===== src/rtl/pwm_pkg.sv =====
// Shared types and constants for the servo PWM generator and capture blocks.
// Position codes are one-hot so a readback matches the commanded value directly.
package pwm_pkg;

  typedef enum logic [1:0] {
    WAIT_LOW  = 2'd0,
    WAIT_RISE = 2'd1,
    HIGH      = 2'd2,
    LOW       = 2'd3
  } state_t;

  localparam logic [2:0] POS_L    = 3'b100;
  localparam logic [2:0] POS_N    = 3'b010;
  localparam logic [2:0] POS_R    = 3'b001;
  localparam logic [2:0] POS_NONE = 3'b000;

  localparam logic [20:0] NEUTRAL = 21'd150000;
  localparam logic [20:0] LEFT60  = 21'd90000;
  localparam logic [20:0] RIGHT60 = 21'd210000;
  localparam logic [20:0] FRAME   = 21'h1FFFFE;

endpackage


===== src/rtl/sync_edge.sv =====
// 2-flop synchronizer plus registered rise/fall pulses; level is aligned with the pulses.
// Pin change sampled at edge k shows up as a one-cycle pulse after edge k+2; no backpressure.
module sync_edge #(
  parameter logic RST_VAL = 1'b0
) (
  input  logic CLK,
  input  logic RST,
  input  logic din,
  output logic level,
  output logic rise,
  output logic fall
);

  logic s1, s2, s3;

  // Chain resets to RST_VAL so a pin already at that level produces no edge after reset.
  always_ff @(posedge CLK or posedge RST) begin
    if (RST) begin
      s1   <= RST_VAL;
      s2   <= RST_VAL;
      s3   <= RST_VAL;
      rise <= 1'b0;
      fall <= 1'b0;
    end else begin
      s1   <= din;
      s2   <= s1;
      s3   <= s2;
      rise <= s2 & ~s3;
      fall <= ~s2 & s3;
    end
  end

  assign level = s3;

endmodule


===== src/rtl/pwm_capture.sv =====
// Measures high time and period of a PWM pin and decodes a one-hot servo position.
// Results and valid strobe update 3 cycles after the closing rise is sampled; no backpressure.
module pwm_capture
  import pwm_pkg::*;
#(
  parameter int               CNT_W   = 21,
  parameter logic [CNT_W-1:0] TIMEOUT = 21'h1FFFFF,
  parameter logic [CNT_W-1:0] L_MAX   = 21'h1ADB0,
  parameter logic [CNT_W-1:0] R_MIN   = 21'h2DC6C
) (
  input  logic             CLK,
  input  logic             RST,
  input  logic             pwm_in,
  output logic [CNT_W-1:0] width,
  output logic [CNT_W-1:0] period,
  output logic             valid,
  output logic [2:0]       pos,
  output logic             lost
);

  logic level, rise, fall;

  // Reset value 1 keeps the FSM in WAIT_LOW until a genuine low is seen on the pin.
  sync_edge #(.RST_VAL(1'b1)) u_sync (
    .CLK  (CLK),
    .RST  (RST),
    .din  (pwm_in),
    .level(level),
    .rise (rise),
    .fall (fall)
  );

  state_t           state, state_nxt;
  logic [CNT_W-1:0] hi_cnt, hi_nxt, per_cnt, per_nxt, hold_w, hold_nxt;
  logic [CNT_W-1:0] width_nxt, period_nxt, hi_inc, per_inc;
  logic [2:0]       pos_nxt;
  logic             valid_nxt, lost_nxt;

  function automatic logic [2:0] decode(input logic [CNT_W-1:0] w);
    if (w <= L_MAX)      return POS_L;
    else if (w >= R_MIN) return POS_R;
    else                 return POS_N;
  endfunction

  assign hi_inc  = (hi_cnt  == '1) ? hi_cnt  : hi_cnt  + 1'b1;
  assign per_inc = (per_cnt == '1) ? per_cnt : per_cnt + 1'b1;

  always_ff @(posedge CLK or posedge RST) begin
    if (RST) begin
      state   <= WAIT_LOW;
      hi_cnt  <= '0;
      per_cnt <= '0;
      hold_w  <= '0;
      width   <= '0;
      period  <= '0;
      valid   <= 1'b0;
      pos     <= POS_NONE;
      lost    <= 1'b1;
    end else begin
      state   <= state_nxt;
      hi_cnt  <= hi_nxt;
      per_cnt <= per_nxt;
      hold_w  <= hold_nxt;
      width   <= width_nxt;
      period  <= period_nxt;
      valid   <= valid_nxt;
      pos     <= pos_nxt;
      lost    <= lost_nxt;
    end
  end

  always_comb begin
    state_nxt  = state;
    hi_nxt     = hi_cnt;
    per_nxt    = per_cnt;
    hold_nxt   = hold_w;
    width_nxt  = width;
    period_nxt = period;
    valid_nxt  = 1'b0;
    pos_nxt    = pos;
    lost_nxt   = lost;
    case (state)
      WAIT_LOW: begin
        if (!level) begin
          state_nxt = WAIT_RISE;
          per_nxt   = '0;
        end
      end
      WAIT_RISE: begin
        per_nxt = per_inc;
        if (rise) begin
          state_nxt = HIGH;
          hi_nxt    = 1;
          per_nxt   = 1;
        end else if (per_cnt == TIMEOUT) begin
          lost_nxt = 1'b1;
          pos_nxt  = POS_NONE;
          per_nxt  = '0;
        end
      end
      HIGH: begin
        hi_nxt  = hi_inc;
        per_nxt = per_inc;
        // Timeout is checked first so a fall landing on TIMEOUT is still a loss.
        if (per_cnt == TIMEOUT) begin
          lost_nxt  = 1'b1;
          pos_nxt   = POS_NONE;
          state_nxt = WAIT_LOW;
        end else if (fall) begin
          hold_nxt  = hi_cnt;
          state_nxt = LOW;
        end
      end
      LOW: begin
        per_nxt = per_inc;
        // A rise on the TIMEOUT cycle still closes a good period.
        if (rise) begin
          width_nxt  = hold_w;
          period_nxt = per_cnt;
          pos_nxt    = decode(hold_w);
          valid_nxt  = 1'b1;
          lost_nxt   = 1'b0;
          hi_nxt     = 1;
          per_nxt    = 1;
          state_nxt  = HIGH;
        end else if (per_cnt == TIMEOUT) begin
          lost_nxt  = 1'b1;
          pos_nxt   = POS_NONE;
          per_nxt   = '0;
          state_nxt = WAIT_RISE;
        end
      end
      default: state_nxt = WAIT_LOW;
    endcase
  end

endmodule


===== config.mk =====
export PLATFORM = sky130hd
export DESIGN_NAME = pwm_capture
export DESIGN_NICKNAME = d
export VERILOG_FILES = /design/src/rtl/pwm_pkg.sv /design/src/rtl/sync_edge.sv /design/src/rtl/pwm_capture.sv
export SDC_FILE = /design/constraint.sdc
export NUM_CORES = 1
export LEC_CHECK = 0
export ABC_AREA = 1
export BUFFER_PORTS_ARGS = -buffer_cell sky130_fd_sc_hd__buf_2
export CORE_UTILIZATION = 30
export CTS_CLUSTER_SIZE = 14
export DETAILED_ROUTE_END_ITERATION = 12
export PLACE_DENSITY = 0.51
export SETUP_SLACK_MARGIN = 0.02
export SLEW_MARGIN = 0
export SYNTH_ARGS = -nofsm -noshare
export SYNTH_HDL_FRONTEND = slang
export SYNTH_SLANG_ARGS = --single-unit

===== constraint.sdc =====
create_clock -name CLK -period 7.82 [get_ports CLK]
set_input_delay 1.564 -clock CLK [delete_from_list [all_inputs] [get_ports CLK]]
set_output_delay 1.564 -clock CLK [all_outputs]
set_load 0.005 [all_outputs]

## Word-level counts from Yosys, hierarchy flattened

Cells that the tools add are included.

| operators by class | value |
|---|---|
| add/sub/neg operators | 2 |
| equal/unequal tests | 12 |
| bitwise logic cells | 5 |
| reduce and logical (&&, ||, !) cells | 9 |
| order comparisons | 2 |
| mux-type cells | 27 |

Operators with widths:

| cell | count |
|---|---|
| 21-bit 2-to-1 mux | 6 |
| 21-bit case mux with 3 select lines | 1 |
| 21-bit by 1-bit adder with 21-bit output, second input constant | 2 |
| 21-bit == test, second input constant | 2 |
| 21-bit case mux with 2 select lines | 1 |
| 21-bit by 18-bit greater-or-equal comparator with 1-bit output, second input constant | 1 |
| 21-bit by 17-bit less-or-equal comparator with 1-bit output, second input constant | 1 |
| 2-bit 2-to-1 mux | 7 |
| 3-bit 2-to-1 mux | 4 |
| 3-bit case mux with 3 select lines | 1 |
| 2-bit case mux with 4 select lines | 1 |
| 2-bit != test, second input constant | 3 |
| 3-bit by 2-bit != test with 1-bit output, second input constant | 2 |
| 3-bit AND reduction | 2 |
| 1-bit 2-to-1 mux | 5 |
| 2-bit == test, second input constant | 2 |
| 2-bit by 1-bit != test with 1-bit output, second input constant | 2 |
| 2-bit AND reduction | 2 |
| 4-bit AND reduction | 1 |
| 1-bit inverter | 3 |
| 1-bit case mux with 3 select lines | 1 |
| 3-bit nonzero test | 1 |
| 1-bit bitwise AND | 2 |
| 2-bit by 1-bit == test with 1-bit output, second input constant | 1 |
| 3 further kinds | 3 |

| word-level totals | value |
|---|---|
| logic and storage cells | 71 |
| register bits after elaboration | 117 |
| output and inout bits | 47 |

## Depth between registers and ports, before layout

| logic depth | value |
|---|---|
| depth after elaboration | 5 |
| mapped depth | 12 |

## Hierarchy

A second synthesis with hierarchy kept.

| second synthesis, totals | value |
|---|---|
| cell total of the unflattened synthesis | 805 |
| area, all modules | 6257.3 um2 |

Modules (own cells, without submodules):

| module | area an instance (um2) | instances | cells each |
|---|---|---|---|
| pwm_capture | 6109.6 | 1 | 795 |
| sync_edge | 147.6 | 1 | 10 |

## Worst setup path after synthesis

No wires, ideal clock.

| timing path | value |
|---|---|
| path type | register to output |
| start | register lost |
| end | output lost |
| path slack | 5746 ps |
| path buffers | 0 |
| data arrival time | 510 ps |
| cell stages (with the launch flop) | 1 |
| cell sequence | dfstp_2 |

RTL lines:

| item | line | source |
|---|---|---|
| start, declared | pwm_capture.sv:18 | `output logic lost` |
| start signal, assigned | pwm_capture.sv:68 | `lost <= lost_nxt;` |

No word-level cell between the ends.

## Final worst setup path

| timing path | value |
|---|---|
| start | register lost |
| end | output lost |

No word-level cell between the ends.

==> impl_metrics.py <==
metrics = {
    "setup_path": {
        "critical_path.n_buffers_inverters": 1,
        "worst-endpoint-required_ns": 6.26,
        "critical_path.reg2reg.endpoint": "hold_w[12]",
        "critPathTopFamily": "flip-flops",
        "worstPathArrival_ns": 1.04,
        "crit_path_end_kind": "primary output",
        "crit_type": "reg2out",
        "cp_startpoint_kind": "register",
        "highest_delay_cell_along_the_critical_path": "sky130_fd_sc_hd__dfstp_2",
        "crit-reg2reg-launch": "state[0]",
        "ff2ff_path_depth": 3,
        "regToRegSetupSlack_ns": 5.27,
        "critPathMaxStageDelay_ns": 0.52,
        "path_max_fanout": 2,
        "timing.critical_path.cells": "buf_2",
    },
    "power_and_ir_drop": {
        "clkPwrFrac_pct": 39.5,
        "totalPowerFinal_mw": 1.79,
        "swShare_pct": 31.8,
        "power_switching_mw": 0.570,
        "cellPowerDensity_nw_per_um2": 262,
        "comb_power_share_pct": 19.2,
        "pwr-share-seq_pct": 41.3,
        "ir_drop_mv": 0.130,
        "cell_internal_pwr_mw": 1.22,
        "p_leak_nw": 3.27,
    },
    "global_routing": {
        "globalRouteOverflowTotal": 0,
        "grt_pass1_vias": 4468,
        "largest_net_degree_at_the_start_of_global_routing": 74,
        "track_usage_pct": 14.6,
        "antenna_found_initial": 0,
        "wire_length_of_the_first_global_routing_pass_microns": 22700,
    },
    "timing": {
        "setup_repair_after_global_routing_missed_its_margin": "false",
        "skew_ns": 0.0119,
        "final.setup.tns_ns": 0,
        "slew-limit-headroom_pct": 30.0,
        "hold_violations": 0,
        "slew_violations": 0,
        "worst_pin_slew_ns": 1.05,
        "fin_crit_ns": 2.60,
        "worst_hold_slack_ns": 0.354,
        "layout_worst_path_cycle_share_pct": 33.2,
        "clock.fmax_mhz": 385,
        "final_setup_vio_count": 0,
    },
    "yosys": {
        "synth_area_leader_cell": "sky130_fd_sc_hd__dfrtp_1",
        "syn_area_cell_sq_um": 7.89,
        "main_area_contributors_after_synthesis": "sky130_fd_sc_hd__dfrtp_1 48%, sky130_fd_sc_hd__nand2_1 16%, sky130_fd_sc_hd__o21ai_0 5.5%",
        "synth_cell_types": 36,
        "ys_seq_elements": 117,
        "synth.top_cell.area_share_pct": 48.3,
        "post_synth_instance_area_sq_um": 5850,
        "synth_warnings": 0,
        "post_synth_inst_count": 741,
        "synthesis.nets": 747,
        "ys_seq_area_share_pct": 50.1,
    },
    "cts": {
        "count_of_hold_fix_buffers_inserted_at_cts": 0,
        "clk_latency_ns": 0.42,
        "post_cts.repair.setup_buffers": 0,
        "post_cts_resize_count": 0,
        "cts_tree": "built",
        "numClockSinks": 117,
        "ctsHtreeMaxLevel": 4,
        "clock_path_buffers": 2,
        "root_buffer_cell": "sky130_fd_sc_hd__clkbuf_16",
        "clkSlewWorstSetupHoldPaths_ns": 0.05,
        "cts_made_buffers": 17,
    },
    "floorplanning": {
        "dieHeight_microns": 142,
        "die-area_sq_um": 20100,
        "floorplan_core_area_sq_um": 18900,
        "io_pins": 50,
        "num_rows": 50,
        "effective_utilization_at_floorplan_pct": 31.0,
        "dieWidth_microns": 142,
    },
    "drt": {
        "wl_cell_microns": 12.7,
        "drt_first_pass_iters": 5,
        "via_count": 4666,
        "ant_nets": 0,
        "detail_route.wirelength_microns": 13500,
        "vias_per_cell": 4.41,
        "drc": 0,
        "detail_route.iter0.violations": 278,
    },
    "final_layout": {
        "fill_cell_instance_count_of_the_final_layout": 2044,
        "layout_cells_sized_above_1_pct": 14.9,
        "final_util_pct": 36.2,
        "ff_latch_area_sq_um": 2930,
        "design.final.nets": 794,
        "multi_input_comb_area_sq_um": 2480,
        "num_antenna_cells": 0,
        "syn_to_final_growth_pct": 16.9,
    },
    "placement": {
        "hpwl_after_dpl_microns": 9410,
        "io_buffer_count": 49,
        "gpl.final_weighted_congestion": 0.791,
    },
    "job": {
        "drv.max_cap_violation_count": 0,
    },
    "worst_hold_path": {
        "hold_path_startpoint": "u_sync.s1",
        "timing.hold.worst_path_depth": 0,
        "hp-class": "reg2reg",
        "hold_end": "u_sync.s2",
    },
    "status": {
        "status": "finished clean",
    },
}
[logic make-up (layout without fill, tap and decap cells)]
family	Yosys count	after routing	share of synthesized area (%)
XOR/XNOR	19	19	2.84
flip-flops	117	117	50.1
adder cells (fa/ha/maj)	3	3	0.642
buffers and inverters	101	159	7.40
AO/OA/AOI/OAI	91	91	8.64
AND/OR/NAND/NOR	410	410	30.3
[layout make-up]
cell class | count | area share, %
clock buffer | 25 | 7.10
clock inverter | 5 | 0.732
inverter | 78 | 4.36
multi-input combinational | 523 | 36.3
sequential | 117 | 42.9
tap | 260 | 4.76
timing repair buffer | 51 | 3.81
[state kept, by name, indices dropped and copies added, names as in the netlist]
signal	cells
width	21
u_sync.level	1
hold_w	21
pos	3
valid	1
lost	1
u_sync.fall	1
period	21
per_cnt	21
u_sync.s2	1
state	2
u_sync.rise	1
u_sync.s1	1
hi_cnt	21
[worst max path at each step]
stage | start | endpoint | cells past startpoint
after global routing | RST | hi_cnt[19] | 3
after floorplan | RST | hi_cnt[0] | 1
after global placement | RST | per_cnt[5] | 3
final | lost | lost | 1
after detailed placement | RST | per_cnt[2] | 3
after CTS | RST | per_cnt[7] | 3
[metal layers]
layer	GRT usage, %	vias to the layer above	share of wire (%)
li1	-	2443	-
met1	21.1	2141	53
met2	21.1	67	42
met3	3.44	15	3.2
met4	5.60	0	1.5
met5	0	-	0
[synth_stat cells, drive strengths merged]
master  count
nor4        1
nor2       88
o211ai      2
o21ai      76
o31ai       1
and3        1
inv        78
nand2     247
xor2       18
o21bai      1
dfrtp     113
xnor2       1
nand3      50
dfstp       4
ha          3
nor3       13
a21boi      1
nand3b      1
buf        15
nand4       8
clkbuf      8
a21oi      10
nor3b       1
[cells in the final DEF (no fill, tap or decap), types with 5 or more instances in the layout]
cell,count
sky130_fd_sc_hd__nand3_1,46
sky130_fd_sc_hd__nor2_4,5
sky130_fd_sc_hd__nor3_1,11
sky130_fd_sc_hd__a21oi_1,10
sky130_fd_sc_hd__nand2_1,242
sky130_fd_sc_hd__inv_1,72
sky130_fd_sc_hd__nor2_2,6
sky130_fd_sc_hd__nor2_1,77
sky130_fd_sc_hd__nand4_1,8
sky130_fd_sc_hd__xor2_1,18
sky130_fd_sc_hd__o21ai_2,10
sky130_fd_sc_hd__o21ai_0,64
sky130_fd_sc_hd__dfrtp_1,113
sky130_fd_sc_hd__buf_2,49
sky130_fd_sc_hd__clkbuf_1,5
sky130_fd_sc_hd__clkbuf_16,17
[power by group through the flow]
stage	clock (mW)	sequential, mW	combinational (mW)
6_report	0.709	0.740	0.345
3_3_place_gp	0	0.751	0.348
3_5_place_dp	0	0.750	0.349
5_1_grt	0.754	0.751	0.396
2_1_floorplan	0	0.723	0.290
4_1_cts	0.732	0.740	0.351
[stage by stage]
step / worst slack, ns / instance area [sq um] / instances
2_1_floorplan: 3.16 / 5850 / 741
5_1_grt: 4.92 / 6840 / 1059
3_3_place_gp: 4.70 / 6300 / 1029
6_report: 5.22 / 6840 / 1059
4_1_cts: 5.15 / 6840 / 1059
3_5_place_dp: 4.70 / 6300 / 1029
(Power assumes the default switching activity.)
